### config.mk
export PLATFORM = sky130hd
export DESIGN_NAME = seq_chunk_adder
export DESIGN_NICKNAME = d
export VERILOG_FILES = /design/src/rtl/seq_chunk_adder.sv
export SDC_FILE = /design/constraint.sdc
export NUM_CORES = 1
export LEC_CHECK = 0
export CORE_AREA = 4 4 87 89
export DETAILED_ROUTE_END_ITERATION = 12
export DIE_AREA = 0 0 91 93
export GPL_TIMING_DRIVEN = 0
export PLACE_DENSITY = 0.75
export SLEW_MARGIN = 20
export SYNTH_ARGS = -nofsm -noshare
export SYNTH_HDL_FRONTEND = slang
export SYNTH_SLANG_ARGS = --single-unit
### constraint.sdc
create_clock -name clk -period 3.35 [get_ports clk]
set_clock_uncertainty 0.2 [all_clocks]
set_input_delay 1.005 -clock clk [delete_from_list [all_inputs] [get_ports clk]]
set_output_delay 1.005 -clock clk [all_outputs]
set_load 0.02 [all_outputs]
### src/rtl/seq_chunk_adder.sv
// seq_chunk_adder: multi-cycle a+b+c_in adder, one CHUNK-bit slice per clock, start/busy/done handshake.
// Optional macro SELF_CHECK_EN adds a full-width reference compare that sets the sticky chk_err flag.
module seq_chunk_adder #(
    parameter int WIDTH = 16,
    parameter int CHUNK = 4
) (
    input  logic             clk,
    input  logic             rst,
    input  logic             start,
    input  logic [WIDTH-1:0] a,
    input  logic [WIDTH-1:0] b,
    input  logic             c_in,
    output logic             busy,
    output logic             done,
    output logic [WIDTH-1:0] sum,
    output logic             c_out,
    output logic             ovf,
    output logic             chk_err
);
    localparam int NCHUNK = WIDTH / CHUNK;
    localparam int IDXW = NCHUNK > 1 ? $clog2(NCHUNK) : 1;
    localparam logic [IDXW-1:0] LAST = IDXW'(NCHUNK - 1);

    typedef enum logic [1:0] {IDLE, BUSY, DONE} state_t;

    state_t           state_q, state_d;
    logic [WIDTH-1:0] a_q, a_d, b_q, b_d, acc_q, acc_d, sum_q, sum_d;
    logic [IDXW-1:0]  idx_q, idx_d;
    logic             carry_q, carry_d, c_out_q, c_out_d, ovf_q, ovf_d;
    logic [CHUNK:0]   slice;

    always_comb begin
        state_d = state_q;
        a_d     = a_q;
        b_d     = b_q;
        acc_d   = acc_q;
        sum_d   = sum_q;
        idx_d   = idx_q;
        carry_d = carry_q;
        c_out_d = c_out_q;
        ovf_d   = ovf_q;
        slice   = {1'b0, a_q[idx_q*CHUNK +: CHUNK]} + {1'b0, b_q[idx_q*CHUNK +: CHUNK]}
                + (CHUNK+1)'(carry_q);
        case (state_q)
            BUSY: begin
                acc_d[idx_q*CHUNK +: CHUNK] = slice[CHUNK-1:0];
                carry_d = slice[CHUNK];
                idx_d   = idx_q + 1'b1;
                // Results are published only on the last slice so outputs never show partial sums.
                if (idx_q == LAST) begin
                    sum_d   = acc_d;
                    c_out_d = slice[CHUNK];
                    ovf_d   = (a_q[WIDTH-1] == b_q[WIDTH-1]) && (acc_d[WIDTH-1] != a_q[WIDTH-1]);
                    state_d = DONE;
                end
            end
            default: begin
                if (start) begin
                    a_d     = a;
                    b_d     = b;
                    carry_d = c_in;
                    idx_d   = '0;
                    state_d = BUSY;
                end else begin
                    state_d = IDLE;
                end
            end
        endcase
    end

    always_ff @(posedge clk or posedge rst) begin
        if (rst) begin
            state_q <= IDLE;
            a_q     <= '0;
            b_q     <= '0;
            acc_q   <= '0;
            sum_q   <= '0;
            idx_q   <= '0;
            carry_q <= 1'b0;
            c_out_q <= 1'b0;
            ovf_q   <= 1'b0;
        end else begin
            state_q <= state_d;
            a_q     <= a_d;
            b_q     <= b_d;
            acc_q   <= acc_d;
            sum_q   <= sum_d;
            idx_q   <= idx_d;
            carry_q <= carry_d;
            c_out_q <= c_out_d;
            ovf_q   <= ovf_d;
        end
    end

    assign busy  = state_q == BUSY;
    assign done  = state_q == DONE;
    assign sum   = sum_q;
    assign c_out = c_out_q;
    assign ovf   = ovf_q;

`ifdef SELF_CHECK_EN
    logic             cin_q, cin_d, chk_err_q, chk_err_d, mism;
    logic [WIDTH:0]   ref_sum;

    assign ref_sum = {1'b0, a_q} + {1'b0, b_q} + (WIDTH+1)'(cin_q);

    always_comb begin
        cin_d     = (state_q != BUSY && start) ? c_in : cin_q;
        mism      = (state_q == BUSY) && (idx_q == LAST) && ({slice[CHUNK], acc_d} != ref_sum);
        chk_err_d = chk_err_q | mism;
    end

    always_ff @(posedge clk or posedge rst) begin
        if (rst) begin
            cin_q     <= 1'b0;
            chk_err_q <= 1'b0;
        end else begin
            cin_q     <= cin_d;
            chk_err_q <= chk_err_d;
`ifndef SYNTHESIS
            if (mism)
                $display("seq_chunk_adder self-check mismatch: a=%h b=%h c_in=%b", a_q, b_q, cin_q);
`endif
        end
    end

    assign chk_err = chk_err_q;
`else
    assign chk_err = 1'b0;
`endif
endmodule
== Word level (Yosys, flattened, before mapping) ==
Cells that the tools add are included.

* Reduce and logical (&&, ||, !) cells: 4
* Equality and inequality tests: 6
* Bitwise operators: 1
* Mux-type cells: 8
* Shifts and indexed selects: 4
* Add/sub/neg operators: 4

{| class="wikitable"
|+ Operators with widths
! cell !! number
|-
| negation 4 -> 34 bit || 1
|-
| variable shift 4 x 34 -> 16 bit, first input constant || 1
|-
| variable part select 4 x 34 -> 16 bit || 1
|-
| variable part select 16 x 5 -> 4 bit || 2
|-
| bitwise mux 16 bit || 1
|-
| two-way mux 2 bit || 4
|-
| adder 4 x 4 -> 5 bit || 1
|-
| adder 5 x 1 -> 5 bit || 1
|-
| == test 2 bit, second input constant || 2
|-
| AND reduction 2 bit || 2
|-
| two-way mux 1 bit || 3
|-
| adder 2 x 1 -> 2 bit, second input constant || 1
|-
| == test 2 x 1 -> 1 bit, second input constant || 1
|-
| inequality test 2 x 1 -> 1 bit, second input constant || 1
|-
| nonzero test 2 bit || 1
|-
| == test 1 bit || 1
|-
| logical AND 1 bit || 1
|-
| inequality test 1 bit || 1
|-
| NOT 1 bit || 1
|}

* Flip-flop bits (word level): 71

== Depth between registers and ports, before layout ==
* Depth in word-level cells: 7
* Gate-level depth with buffers: 10

== Worst setup path before layout ==
OpenSTA, ideal clock, no wires.

* Kind: register to register
* From: register idx_q[0]
* To: register acc_q[13]
* Buffers on the path: 2
* Setup time: 0.066 ns
* Period minus slack after synthesis: 2.903 ns
* Data required time: 3.084 ns
* Arrival: 2.637 ns
* Stages on the path, launching flop included: 9
* Path slack: 0.447 ns
* Cell sequence: dfrtp_1 -> buf_2 -> buf_2 -> mux4_2 -> fa_1 -> inv_1 -> fa_1 -> nor2_1 -> a22o_1

* Word-level cells in the longest chain between the ends: 5

{| class="wikitable"
|+ Ends and longest elaborated chain
! item !! RTL line !! text
|-
| from (decl) || 28 || <nowiki>logic [IDXW-1:0] idx_q, idx_d;</nowiki>
|-
| from (signal assigned) || 88 || <nowiki>idx_q <= idx_d;</nowiki>
|-
| variable part select 16 x 5 -> 4 bit || 42 || <nowiki>slice = {1'b0, a_q[idx_q*CHUNK +: CHUNK]} + {1'b0, b_q[idx_q*CHUNK +: CHUNK]}</nowiki>
|-
| adder 4 x 4 -> 5 bit || 42 ||
|-
| adder 5 x 1 -> 5 bit || 43 || <nowiki>+ (CHUNK+1)'(carry_q);</nowiki>
|-
| variable part select 4 x 34 -> 16 bit || 46 || <nowiki>acc_d[idx_q*CHUNK +: CHUNK] = slice[CHUNK-1:0];</nowiki>
|-
| bitwise mux 16 bit * || 46 ||
|-
| to (signal assigned) || 76 || <nowiki>acc_q <= '0;</nowiki>
|-
| to (signal assigned) || 86 || <nowiki>acc_q <= acc_d;</nowiki>
|-
| to (decl) || 27 || <nowiki>logic [WIDTH-1:0] a_q, a_d, b_q, b_d, acc_q, acc_d, sum_q, sum_d;</nowiki>
|}

Every way passes the cells marked *; elsewhere a longest branch is shown, timed or not.
A chain may end at the register's enable or synchronous reset.

== Worst setup path after layout ==
* From: register idx_q[0]
* To: register sum_q[13], in the netlist sum[13]

* Word-level cells in the longest chain between the ends: 5

{| class="wikitable"
|+ Ends and longest elaborated chain
! item !! RTL line !! text
|-
| variable part select 16 x 5 -> 4 bit || 42 ||
|-
| adder 4 x 4 -> 5 bit || 42 ||
|-
| adder 5 x 1 -> 5 bit || 43 ||
|-
| variable part select 4 x 34 -> 16 bit || 46 ||
|-
| bitwise mux 16 bit || 46 ||
|-
| to (signal assigned) || 87 || <nowiki>sum_q <= sum_d;</nowiki>
|-
| to (decl) || 27 ||
|}

Parallel ways exist; a longest one is shown, timed or not.

==> flow_metrics.tcl <==
set metrics [dict create \
    clk_latency_ns 0.34 \
    synth_cells 264 \
    fin_crit_sh 0.9574 \
    drt_wl_total_um 7219 \
    fillers 535 \
    pre_cts_ws_ns -0.07132 \
    start_util 0.4965 \
    maxCapViolations 0 \
    antenna_found_initial 0 \
    cts_made_buffers 9 \
    cts_tree "built" \
    core_um2 6756 \
    ff2ff_path_depth 8 \
    overflow 0 \
    first_pass_iters 4 \
    r2r_setup_slack_ns 0.14 \
    synth_edf_count 0 \
    via_count 2357 \
    synth_cell_types 46 \
    area_delta_synth_final_pct 27.15 \
    whs_path_depth 2 \
    io_pins 57 \
    rows 30 \
    tns_ns 0 \
    holdWs_ns 0.2787 \
    slew_headroom 0.6185 \
    synth_seq_area_share 0.5297 \
    finalNonFillerCells 415 \
    clockBufferDepth 2 \
    drcViolationCount 0 \
    setup_violations 0 \
    avgViaCountPerCell 5.680 \
    synth_warnings 0 \
    antennaDiodeCount 0 \
    powerDensity_nw_per_um2 1106 \
    grt_pass1_wl_um 11740 \
    die_w_um 91 \
    clock-sinks 71 \
    die_y_um 93 \
    regArea_um2 1777 \
    cts_root_buf "clkbuf_8" \
    path_max_fanout 10 \
    status "finished, final reports clean" \
    postSynthAreaPerCell_um2 12.71 \
    endpoint_kind "flip-flop" \
    startpoint_type "flip-flop" \
    detailed_place_hpwl_um 5342 \
    max_freq_mhz 311.8 \
    gp_congestion 0.8175 \
    syn_area_um2 3354 \
    post-place-cells 400 \
    path_class "flip-flop to flip-flop" \
    rsz0062_at_grt "no" \
    final_hold_viol_count 0 \
    slew_violations 0 \
    multi_input_area_um2 1449 \
    first_iter_violations 127 \
    crit_required_ns 3.43 \
    final_nets 378 \
    ys_async_sr_fraction 1.000 \
    tightest_slew_ns 0.5722 \
    hp-class "flip-flop to flip-flop" \
    wl_per_cell_um 17.40 \
    post_dp_cell_area_um2 4035 \
    ys_ff_latch 71 \
    layout_common_cells "dfrtp_1, clkdlybuf4s50_1, mux2_2, nand2_1, inv_1" \
    ant_nets 0 \
    layout_commonest_cell "dfrtp_1" \
    portBuffers 55 \
    grtUsageTotal 0.1784 \
    htree_levels 3 \
    hold_buffers 0 \
    leakage_uw 0.001854 \
    cts_setup_buffers 0 \
    critical_path_arrival_ns 3.29 \
    synth_fp_nets 311 \
    cts.clk_slew.worst_paths_ns 0.08 \
    grt_pass1_vias 2457 \
    fin_area_um2 4265 \
    min_period_ns 3.207 \
    layout_setup_ws_ns 0.1426 \
    vdd_drop_max_mv 0.6738 \
    synthFlopType "dfrtp_1" \
    grt_max_degree 46 \
    die_area_um2 8463 \
    drive_gt1_frac 0.2239 \
]
## cell families (layout without fill, tap and decap cells)
family,Yosys count,in the layout,share of synthesized area
other,1,1,0.001118
adders and majority gates,11,11,0.04551
muxes,43,43,0.1734
DFF,71,71,0.5297
AOI/OAI and AO/OA,56,56,0.1216
xor gates and xnor gates,1,1,0.002611
buffers and inverters,33,104,0.04177
and+or+nand+nor,48,48,0.08430
## routing by layer
layer | up-vias | GRT usage | routed length [um]
met5 | - | 0 | 0
met4 | 0 | 0.08291 | 182
met3 | 18 | 0.03298 | 335
met2 | 73 | 0.3182 | 3665
met1 | 1173 | 0.2084 | 3035
li1 | 1093 | - | -
## per-stage QoR
step	util	power, uW
after CTS	0.6293	4676
after global routing	0.6313	5017
final	0.6313	4716
after global placement	0.5928	3811
after detailed placement	0.5972	3913
after floorplan	-	3145
## state kept, by name (all words and copies together), names as in the netlist
name     count
a_q         16
acc_q       16
b_q         16
sum         16
idx_q        2
state_q      2
c_out        1
carry_q      1
ovf          1
## critical path: stages (launching register included)
cell      delay (ns)
dfrtp_1         0.41
buf_2           0.27
buf_4           0.26
mux4_2          0.57
fa_1            0.41
inv_1           0.08
fa_1            0.54
o221ai_1        0.25
o21a_1          0.15
## power by group
part / internal [uW] / total, uW / switching (uW)
combinational: 1140 / 2570 / 1430
sequential: 1220 / 1410 / 193
clock: 413 / 731 / 317
total: 2780 / 4720 / 1940
## final cells by class
type	count	share of cell area
inverter	18	0.01701
timing repair buffer	56	0.1361
clock inverter	6	0.02024
multi-input combinational	160	0.3397
buffer	15	0.01789
tap	80	0.02347
clock buffer	9	0.02904
sequential	71	0.4165
## path summary, 6_finish.rpt
path	to	startpoint
worst min-delay path	sum[0]$_DFFE_PP0P_	sum[0]$_DFFE_PP0P_
max in group asynchronous	idx_q[1]$_DFFE_PP0P_	rst
worst max-delay path	sum[13]$_DFFE_PP0P_	idx_q[0]$_DFFE_PP0P_
min in group asynchronous	acc_q[4]$_DFFE_PP0P_	rst
worst min register to register	sum[0]$_DFFE_PP0P_	sum[0]$_DFFE_PP0P_
worst max register to register	sum[13]$_DFFE_PP0P_	idx_q[0]$_DFFE_PP0P_
## Yosys cell counts, types with 2 or more instances
cell,count,area (um^2)
o21a_1,2,15.01
buf_4,2,15.01
buf_2,7,35.03
a2bb2oi_1,2,17.52
ha_1,9,112.6
a22o_1,8,70.07
and2b_1,3,22.52
mux4_1,2,52.55
fa_1,2,40.04
a22oi_1,4,30.03
o21ai_0,14,70.07
dfrtp_1,71,1777
mux4_2,6,135.1
o31ai_1,2,15.01
a32o_1,7,70.07
clkbuf_1,5,18.77
o221ai_1,2,17.52
o32ai_1,3,26.28
nor2_1,6,22.52
a21oi_1,7,35.03
and4bb_2,2,25.02
inv_1,17,63.81
mux2_2,35,394.1
nor2b_1,4,25.02
nand2_1,21,78.83
## repair_timing
action / in CTS / in global routing
endpoints found under the hold margin: 0 / 0
endpoints found under the setup margin: 8 / 8
gates resized for setup: 3 / 5
cloned: 0 / 0
No activity file was read; power rests on OpenSTA's default activity.
